`src/rtl/game_round_controller_pkg.sv`:
```
// Shared game definitions: FSM state and joystick direction encodings, default round parameters.
// Pure declarations; no timing or flow control of its own.
package game_round_controller_pkg;

  typedef enum logic [2:0] {
    S_IDLE  = 3'd0,
    S_READY = 3'd1,
    S_PLAY  = 3'd2,
    S_DYING = 3'd3,
    S_OVER  = 3'd4,
    S_WON   = 3'd5
  } state_t;

  typedef enum logic [1:0] {
    DIR_RIGHT = 2'd0,
    DIR_LEFT  = 2'd1,
    DIR_UP    = 2'd2,
    DIR_DOWN  = 2'd3
  } dir_t;

  localparam int DEF_LIVES_INIT  = 3;
  localparam int DEF_READY_TICKS = 60;
  localparam int DEF_DEATH_TICKS = 120;
  localparam int DEF_FOOD_TOTAL  = 240;
  localparam int DEF_FOOD_POINTS = 10;

  localparam int FOOD_CNT_W = 16;

endpackage

```
`src/rtl/game_round_controller_round_timer.sv`:
```
// Counts tick pulses; done pulses combinationally with the TERM_TICKS-th tick, then wraps to 0.
// Held at zero while clear is high; no backpressure, every tick is consumed.
module round_timer #(
  parameter int TERM_TICKS = 60
) (
  input  logic clk,
  input  logic rst,
  input  logic clear,
  input  logic tick,
  output logic done
);

  localparam int CW = (TERM_TICKS > 1) ? $clog2(TERM_TICKS) : 1;

  logic [CW-1:0] cnt;
  logic          at_term;

  assign at_term = (cnt == CW'(TERM_TICKS - 1));
  assign done    = tick && !clear && at_term;

  always_ff @(posedge clk) begin
    if (rst || clear) begin
      cnt <= '0;
    end else if (tick) begin
      cnt <= at_term ? '0 : cnt + CW'(1);
    end
  end

endmodule

```
`src/rtl/game_round_controller.sv`:
```
// Round sequencing FSM with score and lives bookkeeping; all outputs registered, 1 clk latency.
// No backpressure: frame_tick, food_eaten and start events are sampled every cycle.
module game_round_controller
  import game_round_controller_pkg::*;
#(
  parameter int LIVES_INIT  = DEF_LIVES_INIT,
  parameter int READY_TICKS = DEF_READY_TICKS,
  parameter int DEATH_TICKS = DEF_DEATH_TICKS,
  parameter int FOOD_TOTAL  = DEF_FOOD_TOTAL,
  parameter int FOOD_POINTS = DEF_FOOD_POINTS
) (
  input  logic        clk,
  input  logic        rst,
  input  logic        frame_tick,
  input  logic        start_btn,
  input  logic        pacman_is_dead,
  input  logic        food_eaten,
  output logic        logic_rst,
  output logic        freeze,
  output logic [1:0]  lives,
  output logic [15:0] score,
  output logic [2:0]  game_state
);

  state_t                state;
  logic                  start_q;
  logic                  start_evt;
  logic [FOOD_CNT_W-1:0] food_cnt;
  logic [FOOD_CNT_W-1:0] food_next;
  logic [16:0]           score_sum;
  logic [15:0]           score_sat;
  logic                  ready_done;
  logic                  death_done;

  assign start_evt  = start_btn && !start_q;
  assign food_next  = food_cnt + FOOD_CNT_W'(1);
  assign score_sum  = {1'b0, score} + 17'(FOOD_POINTS);
  assign score_sat  = score_sum[16] ? 16'hFFFF : score_sum[15:0];
  assign game_state = state;

  // Each timer is held clear outside its own state, so every entry starts from zero.
  round_timer #(.TERM_TICKS(READY_TICKS)) u_ready_timer (
    .clk  (clk),
    .rst  (rst),
    .clear(state != S_READY),
    .tick (frame_tick),
    .done (ready_done)
  );

  round_timer #(.TERM_TICKS(DEATH_TICKS)) u_death_timer (
    .clk  (clk),
    .rst  (rst),
    .clear(state != S_DYING),
    .tick (frame_tick),
    .done (death_done)
  );

  always_ff @(posedge clk) begin
    if (rst) begin
      state     <= S_IDLE;
      start_q   <= 1'b0;
      logic_rst <= 1'b1;
      freeze    <= 1'b1;
      lives     <= 2'd0;
      score     <= 16'd0;
      food_cnt  <= '0;
    end else begin
      start_q <= start_btn;
      case (state)
        S_IDLE, S_OVER, S_WON: begin
          if (start_evt) begin
            state     <= S_READY;
            lives     <= 2'(LIVES_INIT);
            score     <= 16'd0;
            food_cnt  <= '0;
            logic_rst <= 1'b1;
            freeze    <= 1'b1;
          end
        end
        S_READY: begin
          if (ready_done) begin
            state     <= S_PLAY;
            logic_rst <= 1'b0;
            freeze    <= 1'b0;
          end
        end
        S_PLAY: begin
          if (food_eaten) begin
            score    <= score_sat;
            food_cnt <= food_next;
          end
          // Clearing the level wins over a simultaneous collision.
          if (food_eaten && food_next == FOOD_CNT_W'(FOOD_TOTAL)) begin
            state  <= S_WON;
            freeze <= 1'b1;
          end else if (pacman_is_dead) begin
            state  <= S_DYING;
            freeze <= 1'b1;
          end
        end
        S_DYING: begin
          if (death_done) begin
            lives <= lives - 2'd1;
            if (lives == 2'd1) begin
              state     <= S_OVER;
              logic_rst <= 1'b0;
            end else begin
              state     <= S_READY;
              logic_rst <= 1'b1;
            end
          end
        end
        default: begin
          state     <= S_IDLE;
          logic_rst <= 1'b1;
          freeze    <= 1'b1;
        end
      endcase
    end
  end

endmodule

```
`config.mk`:
```
export PLATFORM = sky130hd
export DESIGN_NAME = game_round_controller
export DESIGN_NICKNAME = d
export VERILOG_FILES = /design/src/rtl/game_round_controller_pkg.sv /design/src/rtl/game_round_controller_round_timer.sv /design/src/rtl/game_round_controller.sv
export SDC_FILE = /design/constraint.sdc
export NUM_CORES = 1
export LEC_CHECK = 0
export ABC_CLOCK_PERIOD_IN_PS = 2410
export CAP_MARGIN = 20
export CORE_ASPECT_RATIO = 1.2
export CORE_UTILIZATION = 50
export CTS_CLUSTER_SIZE = 30
export DETAILED_ROUTE_END_ITERATION = 10
export PLACE_DENSITY_LB_ADDON = 0.05
export SYNTH_ARGS = -nofsm -noshare
export SYNTH_HDL_FRONTEND = slang
export SYNTH_SLANG_ARGS = --single-unit
```
`constraint.sdc`:
```
create_clock -name clk -period 2.41 [get_ports clk]
set_input_delay 0.482 -clock clk [delete_from_list [all_inputs] [get_ports clk]]
set_output_delay 0.482 -clock clk [all_outputs]
set_load 0.02 [all_outputs]
```
# After elaboration in Yosys (flattened, before gate mapping)
# Cells that the tools add are included.
dict set report op_classes {
  addsub 5
  eq_ne 16
  mux 26
  bitwise_logic 2
  reduce_logical 20
}
# operator count
set op_table {}
lappend op_table {{$mux 16} 4}
lappend op_table {{$pmux 16 s2} 2}
lappend op_table {{$mux 3} 6}
lappend op_table {{$add 16x4->17 const B} 1}
lappend op_table {{$add 16x1->16 const B} 1}
lappend op_table {{$eq 16x8->1 const B} 1}
lappend op_table {{$pmux 3 s4} 1}
lappend op_table {{$reduce_and 4->1} 3}
lappend op_table {{$ne 2x2->1 const B} 4}
lappend op_table {{$pmux 1 s4} 2}
lappend op_table {{$add 7x1->7 const B} 1}
lappend op_table {{$eq 7x7->1 const B} 1}
lappend op_table {{$mux 7} 1}
lappend op_table {{$add 6x1->6 const B} 1}
lappend op_table {{$eq 3x2->1 const B} 2}
lappend op_table {{$eq 3x3->1 const B} 2}
lappend op_table {{$eq 6x6->1 const B} 1}
lappend op_table {{$logic_and 1x1->1} 6}
lappend op_table {{$mux 1} 6}
lappend op_table {{$mux 6} 1}
lappend op_table {{$reduce_and 3->1} 2}
lappend op_table {{$mux 2} 2}
lappend op_table {{$pmux 2 s2} 1}
lappend op_table {{$reduce_bool 2->1} 2}
lappend op_table {{other kinds (11)} 15}
dict set report totals {
  regBits 53
  in_bits 6
  output_inout_bits 23
  word_cells 78
}

# Longest topological paths before layout
dict set report logic_depth {
  word_depth 6
  mapped_depth 8
}

# By module
# A second synthesis with hierarchy kept.
dict set report unflattened {
  cells_unflattened 383
  area_unflattened_um2 2952.8
}
# mod instances cells_per_inst area_each_um2 seq_area_each_um2
set modules_own_cells {}
lappend modules_own_cells {game_round_controller 1 314 2331.0 800.8}
lappend modules_own_cells {{round_timer (u_death_timer)} 1 40 342.8 140.1}
lappend modules_own_cells {{round_timer (u_ready_timer)} 1 29 279.0 120.1}

# Worst setup path before layout
# No wires, ideal clock.
dict set report synth_path {
  path_kind {register to register}
  startpoint {register food_cnt[1]}
  endpoint {register state[1], in the netlist game_state[1]}
  setup_time_ps 134
  arrival_time_ps 1885
  required_ps 2276
  setup_slack_ps 392
  path_stages_with_launch 9
  period_less_slack_ps 2018
  path_cell_list {dfxtp_1 ha_1 buf_2 nand2_1 nor3_4 o211a_1 o21ai_2 nor4_4 a31oi_1}
}
dict set report synth_via {
  elab_chain_len 5
  elab_cells_between_ends 7
  classes_between {1 x add/sub; 2 x eq/ne; 2 x mux; 2 x reduce/logical}
}
# item line
set synth_rtl {}
lappend synth_rtl {{start: declaration} game_round_controller.sv:28} ;# logic [FOOD_CNT_W-1:0] food_cnt;
lappend synth_rtl {{start signal: assignment} game_round_controller.sv:90} ;# food_cnt <= food_next;
lappend synth_rtl {{$add 16x1->16 (*)} game_round_controller.sv:36} ;# assign food_next = food_cnt + FOOD_CNT_W'(1);
lappend synth_rtl {{$eq 16x8->1 (*)} game_round_controller.sv:93} ;# if (food_eaten && food_next == FOOD_CNT_W'(FOOD_TOTAL)) begin
lappend synth_rtl {{$logic_and 1x1->1 (*)} game_round_controller.sv:93}
lappend synth_rtl {{$ne 3x3->1 (no source line) or $mux 3 (tied branches)} --}
lappend synth_rtl {{$reduce_and 4->1 (no source line) or $pmux 3 s4 (tied branches)} --}
lappend synth_rtl {{end signal: assignment} game_round_controller.sv:94} ;# state <= S_WON;
lappend synth_rtl {{end signal: assignment} game_round_controller.sv:97} ;# state <= S_DYING;
lappend synth_rtl {{end signal: assignment} game_round_controller.sv:105} ;# state <= S_OVER;
lappend synth_rtl {{end: declaration} game_round_controller.sv:25} ;# state_t state;
# Every way passes the cells marked *; elsewhere a longest branch is shown, timed or not.
# A chain may end at the register's enable or synchronous reset.

# Final worst setup path
# Ends and elaborated chain as after synthesis.

==> results.toml <==
[synthesis]
mapped_cell_area_um2 = 3030
synth_enable_flop_cells = 0
ys_types = 61
async_flop_share = 0
ys_ff_latch = 53
synth_warnings = 0
netlist_instances = 389
synth.avg_cell_area_um2 = 7.79
sequential_area_share_after_synthesis = 0.350
synth_flop_cell = "dfxtp_1"
net_count_after_synthesis = 401

[floorplanning]
die_h_um = 87.3
die_w_um = 73.1
placement_rows = 30
die-area_um2 = 6380
pin_count = 29
core_area_um2 = 5740
starting_density_of_the_core = 0.528

[critical_path]
cp_max_fo = 7
timing_worst_setup_path_type = "register to register"
critPathRequiredTime_ns = 2.61
timing.critical_path.cells = "ha_1, nand2_1, nor3_4, o211a_1, o21ai_2, nor4_4, a31oi_1"
crit_path_max_incr_delay_ns = 0.46
critical_path.n_buffers_inverters = 0
critPathTopFamily = "simple AND/OR/NAND/NOR gates"
crit_path_top_delay_cell = "dfxtp_1"
worst_setup_path_end_kind = "register"
timing.critical_path.arrival_ns = 2.34
critical_path.startpoint_type = "register"

[outcome]
status = "complete, no violations"

[drt]
final_antenna_net_count = 0
routedWlPerCell_um = 14.7
routed_wire_length_mm = 7.38
vias = 2896
routed_via_density = 5.78
drt_drc_violations_left = 0
detail_route.first_pass.iterations = 4
initialDrtViolationCount = 182

[sta]
rsz_0062_raised_after_global_routing = "false"
finalClockSkew_ns = 0.00816
timing.final.hold_violations = 0
max-slew-margin-rel = 0.643
layout_min_cycle_time_ns = 2.14
setup-violations-final = 0
timing_max_transition_violations_final = 0
fin_setup_tns_ns = 0
worst_pin_slew_ns = 0.535
fmaxAchievable_ghz = 0.467
period_share = 0.889

[final_layout]
nets = 432
most_frequent_cells_in_the_layout = "dfxtp_1, nor2_1, nand2_1, a21oi_1, o21ai_0"
layout-area-overhead-vs-synth_pct = 16.2
drive_gt1_frac = 0.107
post_layout_nonfiller_instances = 501
layout.cells.most_common = "dfxtp_1"
final.fill_count = 546
n_antenna_cell = 0

[clocking]
cts_hold_repair.buffers = 0
post_cts_buffers = 0
post_cts_resize_count = 0
clk_latency_ns = 0.32
max-clock-path-buffers = 2
cts_made_buffers = 5
tritoncts_clock_tree = "yes"
clockRootBuffer = "clkbuf_8"
numClockSinks = 53
ctsHtreeMaxLevel = 2
cts.reportedPaths.clkPinSlew_ns = 0.11

[power]
power_switching_w = 0.000539
cell_internal_pwr_w = 0.00122
highest_ir_drop_seen_on_vdd_uv = 409
sequentialPowerShare = 0.522
p_per_area_nw_per_um2 = 500
static-leakage-power_nw = 1.21
power.share.switching = 0.306
comb_power_share = 0.174
share_clk_of_total_power = 0.304

[placed_design]
port_buffers = 28
dp.cells = 493
dp_hpwl_mm = 5.37
place.gp.congestion = 0.873

[job]
max-cap-violations = 0

[global_route]
grt_antenna_before_repair = 0
use_met2 = 0.439
grt.overflow.total = 0
first_global_vias = 2641
grt_start_max_net_pins = 22
grt_first_pass_wirelength_mm = 12.5
top_usage_layer = "met2"
gr-usage-met3 = 0.0313
met1_routing_resource_usage_after_global_routing = 0.311
grt_util_all_layers = 0.249

[min_path]
hold_path.class = "register to register"
-- registers in the layout, indices dropped and copies added, names as in the netlist --
signal	cells
freeze	1
food_cnt	16
u_death_timer.cnt	7
game_state	3
u_ready_timer.cnt	6
lives	2
score	16
logic_rst	1
start_q	1
-- synthesized netlist by cell type (2+ instances only) --
cell type | count | area, um2
a211oi_1 | 7 | 52.6
a21oi_1 | 35 | 175
a21oi_2 | 2 | 17.5
a22oi_1 | 4 | 30.0
a311oi_1 | 2 | 17.5
a31oi_1 | 4 | 25.0
and2_1 | 3 | 18.8
and3_1 | 4 | 25.0
buf_2 | 7 | 35.0
buf_4 | 3 | 22.5
buf_6 | 3 | 33.8
clkbuf_1 | 12 | 45.0
dfxtp_1 | 53 | 1060
ha_1 | 6 | 75.1
inv_1 | 8 | 30.0
mux2i_1 | 2 | 20.0
nand2_1 | 37 | 139
nand2b_1 | 4 | 25.0
nand3_1 | 17 | 85.1
nand4_1 | 15 | 93.8
nand4b_1 | 3 | 26.3
nor2_1 | 45 | 169
nor2b_1 | 6 | 37.5
nor3_1 | 19 | 95.1
nor3b_1 | 2 | 15.0
nor4_1 | 4 | 25.0
o2111a_1 | 2 | 22.5
o211ai_1 | 2 | 15.0
o21ai_0 | 32 | 160
o22ai_1 | 2 | 12.5
o311a_1 | 2 | 20.0
or3_1 | 3 | 18.8
or4_1 | 2 | 15.0
xnor2_1 | 6 | 52.6
xor2_1 | 5 | 43.8
-- final cells by class --
type / instances / area (um2) / share of cell area
clock buffer: 5 / 68.8 / 0.0195
timing repair buffer: 49 / 438 / 0.124
sequential: 53 / 1060 / 0.301
multi-input combinational: 303 / 1800 / 0.512
clock inverter: 3 / 21.3 / 0.00604
inverter: 8 / 30.0 / 0.00852
tap: 80 / 100 / 0.0284
-- power by group through the flow --
| stage | Sequential (W) | Clock [W] | Combinational (W) |
|---|---|---|---|
| after floorplan | 0.000948 | 0 | 0.000182 |
| after global placement | 0.000940 | 0 | 0.000304 |
| after global routing | 0.000924 | 0.000583 | 0.000337 |
| after CTS | 0.000920 | 0.000550 | 0.000307 |
| after detailed placement | 0.000939 | 0 | 0.000306 |
| final | 0.000920 | 0.000537 | 0.000306 |
-- cell families after synthesis --
logic type      Yosys count  synth area share
xor+xnor                 11            0.0318
simple gates            176             0.307
buf+inv                  33            0.0549
compound gates          108             0.225
mux                       2           0.00660
flops                    53             0.350
fa+ha+maj                 6            0.0248
-- per-layer routing --
layer / wire, um / vias to the layer above
li1: - / 1478
met5: 0 / -
met2: 3690 / 57
met1: 3290 / 1350
met3: 266 / 11
met4: 130 / 0
-- per-stage QoR --
| step | area (um2) | util | hold WS, ns | worst slack [ns] | power, W |
|---|---|---|---|---|---|
| global placement | 3430 | 0.598 | 0.452 | 0.153 | 0.00124 |
| floorplan | 3030 | - | 0.484 | 0.392 | 0.00113 |
| CTS | 3520 | 0.614 | 0.485 | 0.274 | 0.00178 |
| detailed placement | 3430 | 0.598 | 0.458 | 0.119 | 0.00125 |
| global route | 3520 | 0.614 | 0.506 | 0.0836 | 0.00184 |
| finish | 3520 | 0.614 | 0.482 | 0.267 | 0.00176 |
-- worst reg2reg max path, cell delays in order, from the launching register on --
cell and delay, ns:
dfxtp_1 0.46, ha_1 0.21, nand2_1 0.12, nor3_4 0.34, o211a_1 0.22, o21ai_2 0.08, nor4_4 0.46, a31oi_1 0.14
-- path summary, 6_finish.rpt --
path,endpoint,from,depth (start not counted),slack [ns]
min reg2reg,score[0],score[0],2,0.48
max reg2reg,game_state[1],food_cnt[1],7,0.27
min,score[0],score[0],2,0.48
max,game_state[1],food_cnt[1],7,0.27
No activity file was read; power rests on OpenSTA's default activity.
